## src/rtl/adc_spi_pkg.sv

```systemverilog
// Shared types and constants for the ADC SPI responder.
package adc_spi_pkg;

  localparam int unsigned DEFAULT_WIDTH = 16;

  typedef enum logic [1:0] {
    ST_IDLE,
    ST_CONVERT,
    ST_SHIFT,
    ST_DONE
  } state_e;

endpackage

```

## src/rtl/sync_edge.sv

```systemverilog
// Multi-flop synchronizer for one asynchronous input with rise/fall pulses
// derived from the synchronized level.
module sync_edge #(
  parameter int unsigned SYNC_STAGES = 2
) (
  input  logic clk_i,
  input  logic reset_ni,
  input  logic d_i,
  output logic level_o,
  output logic rise_o,
  output logic fall_o
);

  logic [SYNC_STAGES-1:0] sync_q, sync_d;
  logic                   prev_q, prev_d;

  always_comb begin
    sync_d = (sync_q << 1) | SYNC_STAGES'(d_i);
    prev_d = sync_q[SYNC_STAGES-1];
  end

  always_ff @(posedge clk_i) begin
    if (!reset_ni) begin
      sync_q <= '0;
      prev_q <= 1'b0;
    end else begin
      sync_q <= sync_d;
      prev_q <= prev_d;
    end
  end

  assign level_o = sync_q[SYNC_STAGES-1];
  assign rise_o  = level_o & ~prev_q;
  assign fall_o  = ~level_o & prev_q;

endmodule

```

## src/rtl/adc_spi_responder.sv

```systemverilog
// SPI slave emulating a CNV-triggered SAR ADC. Optional MOSI capture into
// cfg_o is enabled by defining ADC_SPI_RESPONDER_MOSI_CAPTURE_EN.
module adc_spi_responder
  import adc_spi_pkg::*;
#(
  parameter int unsigned WIDTH       = DEFAULT_WIDTH,
  parameter int unsigned CONV_CYCLES = 20,
  parameter int unsigned SYNC_STAGES = 2
) (
  input  logic             clk_i,
  input  logic             reset_ni,
  input  logic [WIDTH-1:0] sample_i,
  input  logic             sample_valid_i,
  input  logic             cnv_i,
  input  logic             spi_clk_i,
  input  logic             spi_mosi_i,
  output logic             spi_miso_o,
  output logic             busy_o,
  output logic             frame_done_o,
`ifdef ADC_SPI_RESPONDER_MOSI_CAPTURE_EN
  output logic [WIDTH-1:0] cfg_o,
`endif
  output logic             overrun_o
);

  localparam int unsigned CW = $clog2(CONV_CYCLES + 1);
  localparam int unsigned BW = $clog2(WIDTH + 1);

  logic cnv_level, cnv_rise, cnv_fall;
  logic clk_level, clk_rise, clk_fall;

  sync_edge #(.SYNC_STAGES(SYNC_STAGES)) u_sync_cnv (
    .clk_i(clk_i), .reset_ni(reset_ni), .d_i(cnv_i),
    .level_o(cnv_level), .rise_o(cnv_rise), .fall_o(cnv_fall)
  );

  sync_edge #(.SYNC_STAGES(SYNC_STAGES)) u_sync_clk (
    .clk_i(clk_i), .reset_ni(reset_ni), .d_i(spi_clk_i),
    .level_o(clk_level), .rise_o(clk_rise), .fall_o(clk_fall)
  );

  state_e           state_q, state_d;
  logic [WIDTH-1:0] staging_q, staging_d;
  logic [WIDTH-1:0] shift_q, shift_d;
  logic [CW-1:0]    conv_cnt_q, conv_cnt_d;
  logic [BW-1:0]    bit_cnt_q, bit_cnt_d;
  logic             miso_q, miso_d;
  logic             busy_q, busy_d;
  logic             done_q, done_d;
  logic             overrun_q, overrun_d;

`ifdef ADC_SPI_RESPONDER_MOSI_CAPTURE_EN
  logic             mosi_level, mosi_rise, mosi_fall;
  logic [WIDTH-1:0] cap_q, cap_d;
  logic [WIDTH-1:0] cfg_q, cfg_d;

  sync_edge #(.SYNC_STAGES(SYNC_STAGES)) u_sync_mosi (
    .clk_i(clk_i), .reset_ni(reset_ni), .d_i(spi_mosi_i),
    .level_o(mosi_level), .rise_o(mosi_rise), .fall_o(mosi_fall)
  );

  logic unused_edges;
  assign unused_edges = ^{cnv_level, cnv_fall, clk_level, mosi_rise, mosi_fall};
`else
  logic unused_edges;
  assign unused_edges = ^{cnv_level, cnv_fall, clk_level, clk_rise, spi_mosi_i};
`endif

  always_comb begin
    state_d    = state_q;
    staging_d  = sample_valid_i ? sample_i : staging_q;
    shift_d    = shift_q;
    conv_cnt_d = conv_cnt_q;
    bit_cnt_d  = bit_cnt_q;
    miso_d     = miso_q;
    done_d     = 1'b0;
    overrun_d  = overrun_q;
`ifdef ADC_SPI_RESPONDER_MOSI_CAPTURE_EN
    cap_d      = cap_q;
    cfg_d      = cfg_q;
`endif
    unique case (state_q)
      ST_IDLE: begin
        miso_d = 1'b0;
        if (cnv_rise) begin
          state_d    = ST_CONVERT;
          shift_d    = staging_q;
          conv_cnt_d = '0;
        end else if (clk_fall) begin
          overrun_d = 1'b1;
        end
      end
      ST_CONVERT: begin
        if (cnv_rise) begin
          overrun_d  = 1'b1;
          shift_d    = staging_q;
          conv_cnt_d = '0;
        end else if (conv_cnt_q == CW'(CONV_CYCLES - 1)) begin
          state_d   = ST_SHIFT;
          miso_d    = shift_q[WIDTH-1];
          bit_cnt_d = '0;
`ifdef ADC_SPI_RESPONDER_MOSI_CAPTURE_EN
          cap_d     = '0;
`endif
        end else begin
          conv_cnt_d = conv_cnt_q + 1'b1;
        end
      end
      ST_SHIFT: begin
        // cnv restart outranks any spi_clk edge seen in the same cycle
        if (cnv_rise) begin
          overrun_d  = 1'b1;
          state_d    = ST_CONVERT;
          shift_d    = staging_q;
          conv_cnt_d = '0;
          miso_d     = 1'b0;
        end else if (clk_fall) begin
          if (bit_cnt_q == BW'(WIDTH - 1)) begin
            state_d = ST_DONE;
            done_d  = 1'b1;
            miso_d  = 1'b0;
`ifdef ADC_SPI_RESPONDER_MOSI_CAPTURE_EN
            cfg_d   = cap_q;
`endif
          end else begin
            shift_d   = shift_q << 1;
            miso_d    = shift_d[WIDTH-1];
            bit_cnt_d = bit_cnt_q + 1'b1;
          end
        end
`ifdef ADC_SPI_RESPONDER_MOSI_CAPTURE_EN
        else if (clk_rise) begin
          cap_d = (cap_q << 1) | WIDTH'(mosi_level);
        end
`endif
      end
      ST_DONE: begin
        state_d = ST_IDLE;
        miso_d  = 1'b0;
      end
      default: state_d = ST_IDLE;
    endcase
    busy_d = (state_d == ST_CONVERT) || (state_d == ST_SHIFT);
  end

  always_ff @(posedge clk_i) begin
    if (!reset_ni) begin
      state_q    <= ST_IDLE;
      staging_q  <= '0;
      shift_q    <= '0;
      conv_cnt_q <= '0;
      bit_cnt_q  <= '0;
      miso_q     <= 1'b0;
      busy_q     <= 1'b0;
      done_q     <= 1'b0;
      overrun_q  <= 1'b0;
`ifdef ADC_SPI_RESPONDER_MOSI_CAPTURE_EN
      cap_q      <= '0;
      cfg_q      <= '0;
`endif
    end else begin
      state_q    <= state_d;
      staging_q  <= staging_d;
      shift_q    <= shift_d;
      conv_cnt_q <= conv_cnt_d;
      bit_cnt_q  <= bit_cnt_d;
      miso_q     <= miso_d;
      busy_q     <= busy_d;
      done_q     <= done_d;
      overrun_q  <= overrun_d;
`ifdef ADC_SPI_RESPONDER_MOSI_CAPTURE_EN
      cap_q      <= cap_d;
      cfg_q      <= cfg_d;
`endif
    end
  end

  assign spi_miso_o   = miso_q;
  assign busy_o       = busy_q;
  assign frame_done_o = done_q;
  assign overrun_o    = overrun_q;
`ifdef ADC_SPI_RESPONDER_MOSI_CAPTURE_EN
  assign cfg_o        = cfg_q;
`endif

endmodule
```

## config.mk

```make
export PLATFORM = sky130hd
export DESIGN_NAME = adc_spi_responder
export DESIGN_NICKNAME = d
export VERILOG_FILES = /design/src/rtl/adc_spi_pkg.sv /design/src/rtl/sync_edge.sv /design/src/rtl/adc_spi_responder.sv
export SDC_FILE = /design/constraint.sdc
export NUM_CORES = 1
export LEC_CHECK = 0
export CAP_MARGIN = 10
export CORE_ASPECT_RATIO = 2
export CORE_MARGIN = 3
export CORE_UTILIZATION = 45
export DETAILED_ROUTE_END_ITERATION = 16
export GPL_TIMING_DRIVEN = 0
export HOLD_SLACK_MARGIN = 0.06
export PLACE_DENSITY_LB_ADDON = 0.1
export SLEW_MARGIN = 0
export SYNTH_ARGS = -nofsm -noshare
export SYNTH_HDL_FRONTEND = slang
export SYNTH_HIERARCHICAL = 1
export SYNTH_SLANG_ARGS = --single-unit
```

## constraint.sdc

```tcl
create_clock -name clk_i -period 1.9 [get_ports clk_i]
set_input_delay 0.285 -clock clk_i [delete_from_list [all_inputs] [get_ports clk_i]]
set_output_delay 0.285 -clock clk_i [all_outputs]
set_load 0.01 [all_outputs]
```

* Word-level counts from Yosys, hierarchy flattened
Index checks and enable logic that the tools add are counted.
** Storage, ports and cells
- Register bits after elaboration :: 54
** Cells by class
- $add $sub $neg :: 2
- Eq/ne operators :: 20
- Muxes and demuxes :: 33
- Bitwise logic cells :: 9
- Reductions and logical operators :: 16
** Operators with widths (count)
- $mux W16 :: 4
- $mux W5 :: 8
- $pmux W16 S2 :: 1
- $pmux W5 S2 :: 2
- $ne A2 B2 Y1 const B :: 7
- $mux W2 :: 6
- $add A5 B1 Y5 const B :: 2
- $mux W1 :: 9
- $ne A3 B3 Y1 const B :: 3
- $pmux W2 S4 :: 1
- $reduce_and A4 Y1 :: 2
- $reduce_bool A2 Y1 :: 4
- $reduce_or A2 Y1 :: 4
- $eq A2 B2 Y1 const B :: 3
- $ne A2 B1 Y1 const B :: 3
- $reduce_and A3 Y1 :: 2
- $reduce_and A6 Y1 :: 1
- $eq A5 B4 Y1 const B :: 1
- $eq A5 B5 Y1 const B :: 1
- $not A1 Y1 :: 5
- $eq A2 B1 Y1 const B :: 2
- $or A2 B1 Y2 :: 2
- $reduce_or A4 Y1 :: 1
- $pmux W1 S3 :: 1
- other kinds (4) :: 5

* Logic depth before layout (Yosys ltp)
- Depth in word-level cells :: 7
- Depth in mapped cells :: 9
- Gate-level depth less buffers :: 8

* Cells and area by module
The synthesis kept the hierarchy.
** By module, submodules not included
- adc_spi_responder :: times used 1, cells each 228, area each 2149.6 um2, seq. area each 960.9 um2
- sync_edge :: times used 2, cells each 8, area each 91.3 um2, seq. area each 60.1 um2

* Least setup slack after synthesis
OpenSTA, ideal clock, no wires.
- Path kind :: register -> register
- Start :: register bit_cnt_q[0]
- End :: register shift_q[10]
- Setup time :: 138 ps
- Arrival :: 1792 ps
- Data required time :: 1762 ps
- Slack :: -30 ps
- Cell stages (with the launch flop) :: 9
- Buffers on the path :: 1
- Period minus slack after synthesis :: 1930 ps
- Cells stage by stage :: dfxtp_1 ha_1 and3_1 ha_1 nand2b_1 a21oi_1 a2bb2oi_1 clkbuf_1 a211oi_1
** On the way
- Word-level cells in the longest chain between the ends :: 3
** RTL lines
- from (decl) :: line adc_spi_responder.sv:46 : logic [BW-1:0] bit_cnt_q, bit_cnt_d;
- from (signal assigned) :: line adc_spi_responder.sv:166 : bit_cnt_q <= bit_cnt_d;
- $eq A5 B4 Y1 :: line adc_spi_responder.sv:118 : if (bit_cnt_q == BW'(WIDTH - 1)) begin
- $ne A3 B3 Y1 (no line)
- $reduce_and A4 Y1 (no line)
- to (signal assigned) :: line adc_spi_responder.sv:164 : shift_q <= shift_d;
- to (decl) :: line adc_spi_responder.sv:44 : logic [WIDTH-1:0] shift_q, shift_d;
Every way passes these cells.
A chain may end at the register's enable or synchronous reset.

* Final worst setup path
- Start :: register bit_cnt_q[1]
- End :: register shift_q[3]
The elaborated chain is that of the path after synthesis.

==> metrics.txt <==
# TYPE chip_impl_metric gauge
chip_impl_metric{name="drt-total-wl",unit="mm"} 4.77
chip_impl_metric{name="total_power",unit="W"} 0.00210
chip_impl_info{name="endpoint",value="shift_q[3]"} 1
chip_impl_metric{name="vias",unit=""} 1796
chip_impl_metric{name="grt_antenna_before_repair",unit=""} 0
chip_impl_metric{name="finalHoldViolations",unit=""} 0
chip_impl_metric{name="first_global_vias",unit=""} 1860
chip_impl_metric{name="dpl_cell_area",unit="µm²"} 2630
chip_impl_metric{name="place.port_buffers",unit=""} 23
chip_impl_metric{name="grt_first_pass_wirelength",unit="mm"} 8.37
chip_impl_metric{name="antenna_cells",unit=""} 0
chip_impl_metric{name="grt_overflow_total",unit=""} 0
chip_impl_metric{name="timing_max_transition_violations_final",unit=""} 0
chip_impl_metric{name="globalRouteMet1Util",unit="%"} 18.3
chip_impl_metric{name="cells_after_dpl",unit=""} 322
chip_impl_metric{name="worst-slew-pin-transition",unit="ps"} 570
chip_impl_info{name="worstSetupStartpointType",value="flop"} 1
chip_impl_metric{name="skew",unit="ps"} 11.8
chip_impl_metric{name="initial_standard_cell_utilization_of_the_core",unit="%"} 47.2
chip_impl_metric{name="grt_usage",unit="%"} 17.1
chip_impl_metric{name="vdd_drop_max",unit="V"} 0.000537
chip_impl_metric{name="cp_data_arrival_time",unit="ps"} 2060
chip_impl_metric{name="syn-instance-count",unit=""} 242
chip_impl_metric{name="crit_path_max_fanout",unit=""} 6
chip_impl_info{name="startpoint",value="bit_cnt_q[1]"} 1
chip_impl_metric{name="stdcell_area",unit="µm²"} 2950
chip_impl_metric{name="clockBufferDepth",unit=""} 2
chip_impl_metric{name="post_synth_instance_area",unit="µm²"} 2320
chip_impl_info{name="crit_top_cell",value="sky130_fd_sc_hd__ha_4"} 1
chip_impl_metric{name="fin_hold_ws",unit="ps"} 436
chip_impl_metric{name="max_freq",unit="GHz"} 0.535
chip_impl_metric{name="drt.antenna.violating_nets",unit=""} 0
chip_impl_metric{name="insertion_delay",unit="ps"} 310
chip_impl_metric{name="seqPwrFrac",unit="%"} 57.4
chip_impl_info{name="regToRegEndpoint",value="shift_q[3]"} 1
chip_impl_info{name="outcome",value="complete, no violations"} 1
chip_impl_metric{name="dp_hpwl",unit="mm"} 3.42
chip_impl_metric{name="vias_per_cell",unit=""} 5.35
chip_impl_info{name="grt.busiest_layer",value="met2"} 1
chip_impl_metric{name="nets",unit=""} 307
chip_impl_metric{name="final_worst_path_setup_slack",unit="ps"} 29.7
chip_impl_info{name="r2r_start",value="bit_cnt_q[1]"} 1
chip_impl_metric{name="htree_levels",unit=""} 2
chip_impl_info{name="timing.setup.critical_path_class",value="reg -> reg"} 1
chip_impl_info{name="min_path_type",value="reg -> reg"} 1
chip_impl_metric{name="crit_path_max_incr_delay",unit="ps"} 340
chip_impl_info{name="path_cells",value="ha_4, and3_4, ha_4, nand2b_4, a21oi_4, a2bb2oi_4, buf_6, buf_12, a211oi_1"} 1
chip_impl_metric{name="global_route_met3_utilization",unit="%"} 3.24
chip_impl_metric{name="power_report.internal_total",unit="W"} 0.00157
chip_impl_metric{name="fp.dieArea",unit="µm²"} 6100
chip_impl_metric{name="largest_net_degree_at_the_start_of_global_routing",unit=""} 19
chip_impl_info{name="grt_setup_unrepaired",value="true"} 1
chip_impl_metric{name="fp.coreArea",unit="µm²"} 4910
chip_impl_metric{name="fin_crit_sh",unit="%"} 98.4
chip_impl_info{name="tritoncts",value="built"} 1
chip_impl_metric{name="p_clk_share",unit="%"} 31.2
chip_impl_metric{name="final_period_minus_worst_setup_slack",unit="ps"} 1870
chip_impl_metric{name="total_switching_power",unit="W"} 0.000532
chip_impl_info{name="sort_of_element_at_the_end_of_the_critical_path",value="flop"} 1
chip_impl_metric{name="globalRouteMet2Util",unit="%"} 32.0
chip_impl_metric{name="critPathRequiredTime",unit="ps"} 2090
chip_impl_metric{name="ioPinCount",unit=""} 26
chip_impl_metric{name="finish.cell_count_without_fillers",unit=""} 336
chip_impl_metric{name="drive_gt1_share",unit="%"} 19.4
chip_impl_metric{name="path_clk_slew",unit="ps"} 100
chip_impl_metric{name="report.final.setup_viol",unit=""} 0
chip_impl_metric{name="synth_area_per_cell",unit="µm²"} 9.59
chip_impl_metric{name="detailedRoute.firstIterationViolations",unit=""} 40
chip_impl_metric{name="route.detailed.drc",unit=""} 0
chip_impl_metric{name="cts.sinks",unit=""} 54
chip_impl_metric{name="static-leakage-power",unit="nW"} 1.21
chip_impl_metric{name="die_x",unit="µm"} 56.8
chip_impl_metric{name="route.detailed.wl_per_inst",unit="µm"} 14.2
chip_impl_metric{name="globalplace.congestion",unit=""} 0.753
chip_impl_metric{name="hold_buffer_count_at_cts",unit=""} 0
chip_impl_metric{name="power.switching_fraction",unit="%"} 25.3
chip_impl_metric{name="setup.reg_to_reg.worst_slack",unit="ps"} 30
chip_impl_info{name="timing.critical_path.slowest_stage_cell",value="sky130_fd_sc_hd__dfxtp_2"} 1
chip_impl_metric{name="cts_inserted_buffers",unit=""} 5
chip_impl_metric{name="first_drt_pass_iteration_count",unit=""} 4
chip_impl_metric{name="std_cell_rows",unit=""} 36
chip_impl_metric{name="dpl_worst_slack",unit="ps"} -331
chip_impl_metric{name="pwrdens",unit="nW/µm²"} 712
chip_impl_metric{name="timing.max_slew.rel_slack",unit="%"} 62.0
chip_impl_metric{name="chipHeight",unit="µm"} 108
chip_impl_metric{name="max-cap-violations",unit=""} 0
chip_impl_metric{name="pwr-share-comb",unit="%"} 11.4
chip_impl_metric{name="syn_nets",unit=""} 271
chip_impl_metric{name="flow.area_growth_from_synthesis",unit="%"} 27.0
chip_impl_metric{name="reg2reg_depth",unit=""} 9
chip_impl_info{name="clock_tree.root_cell",value="sky130_fd_sc_hd__clkbuf_8"} 1
chip_impl_metric{name="yosysWarnings",unit=""} 6
## repair_timing
action / 4_1_cts / 5_1_grt
gates resized for setup: 18 / 26
endpoints found under the hold margin: 0 / 0
pin swaps: 4 / 19
buffers inserted: 2 / 3
endpoints found under the setup margin: 26 / 26
cloned: 1 / 0
## cell usage in the layout, fill, tap and decap left out, drive strengths merged, types with 2 or more instances in the layout
cell and count:
a211oi 16, a21oi 11, a2bb2oi 2, a31oi 3
and2 8, buf 13, clkbuf 11, clkdlybuf4s50 23
clkinvlp 2, dfxtp 54, ha 7, inv 9
mux2i 32, nand2 6, nand2b 4, nand3 3
nand3b 2, nand4 2, nor2 46, nor2b 2
nor4b 2, o22ai 3, or2 2, xor2 4
## power groups by stage
| stage | Sequential, W | Combinational [W] | Clock, W |
|---|---|---|---|
| final | 0.00120 | 0.000239 | 0.000655 |
| after detailed placement | 0.00123 | 0.000213 | 0 |
| after global routing | 0.00121 | 0.000270 | 0.000725 |
| after global placement | 0.00123 | 0.000211 | 0 |
| after floorplan | 0.00123 | 0.000135 | 0 |
| after CTS | 0.00121 | 0.000223 | 0.000687 |
## sequential cells by signal, indices dropped and copies added, names as in the netlist
| signal | cells |
|---|---|
| u_sync_cnv/prev_q | 1 |
| frame_done_o | 1 |
| conv_cnt_q | 5 |
| spi_miso_o | 1 |
| bit_cnt_q | 5 |
| u_sync_clk/prev_q | 1 |
| state_q | 2 |
| overrun_o | 1 |
| u_sync_cnv/sync_q | 2 |
| busy_o | 1 |
| u_sync_clk/sync_q | 2 |
| shift_q | 16 |
| staging_q | 16 |
## metrics by stage
stage | utilization, % | TNS (ps)
floorplan | - | 0
global placement | 53.6 | -6540
detailed placement | 53.6 | -6890
CTS | 57.7 | 0
global route | 60.0 | -656
finish | 60.0 | 0
## critical path: cells and delay by family (launching register included)
family,cells,cell delay (ps)
adders and majority gates,2,310
DFF,1,340
AOI/OAI and AO/OA,3,480
buffers and inverters,2,290
and+or+nand+nor,2,330
## area by class of cell
class,instances,area (µm²)
multi-input combinational,167,1280
timing repair buffer,29,292
clock inverter,3,23.8
tap,57,71.3
sequential,54,1090
clock buffer,5,68.8
inverter,8,30.0
buffer,13,91.3
fill,446,1960
## metal layers
layer	part of all wire, %	vias to the layer above
met1	38	849
li1	-	915
met4	2.3	0
met2	57	22
met3	2.9	10
met5	0	-
## worst min-delay path by stage
stage	slack, ps	cells past startpoint	to	from
floorplan	410	1	frame_done_o	reset_ni
global placement	430	1	u_sync_clk/sync_q[1]	u_sync_clk/sync_q[0]
detailed placement	430	1	u_sync_cnv/sync_q[1]	u_sync_cnv/sync_q[0]
CTS	450	1	u_sync_cnv/sync_q[1]	u_sync_cnv/sync_q[0]
global route	470	1	u_sync_clk/sync_q[1]	u_sync_clk/sync_q[0]
finish	440	1	u_sync_cnv/sync_q[1]	u_sync_cnv/sync_q[0]
Power figures use the tool's default switching activity.
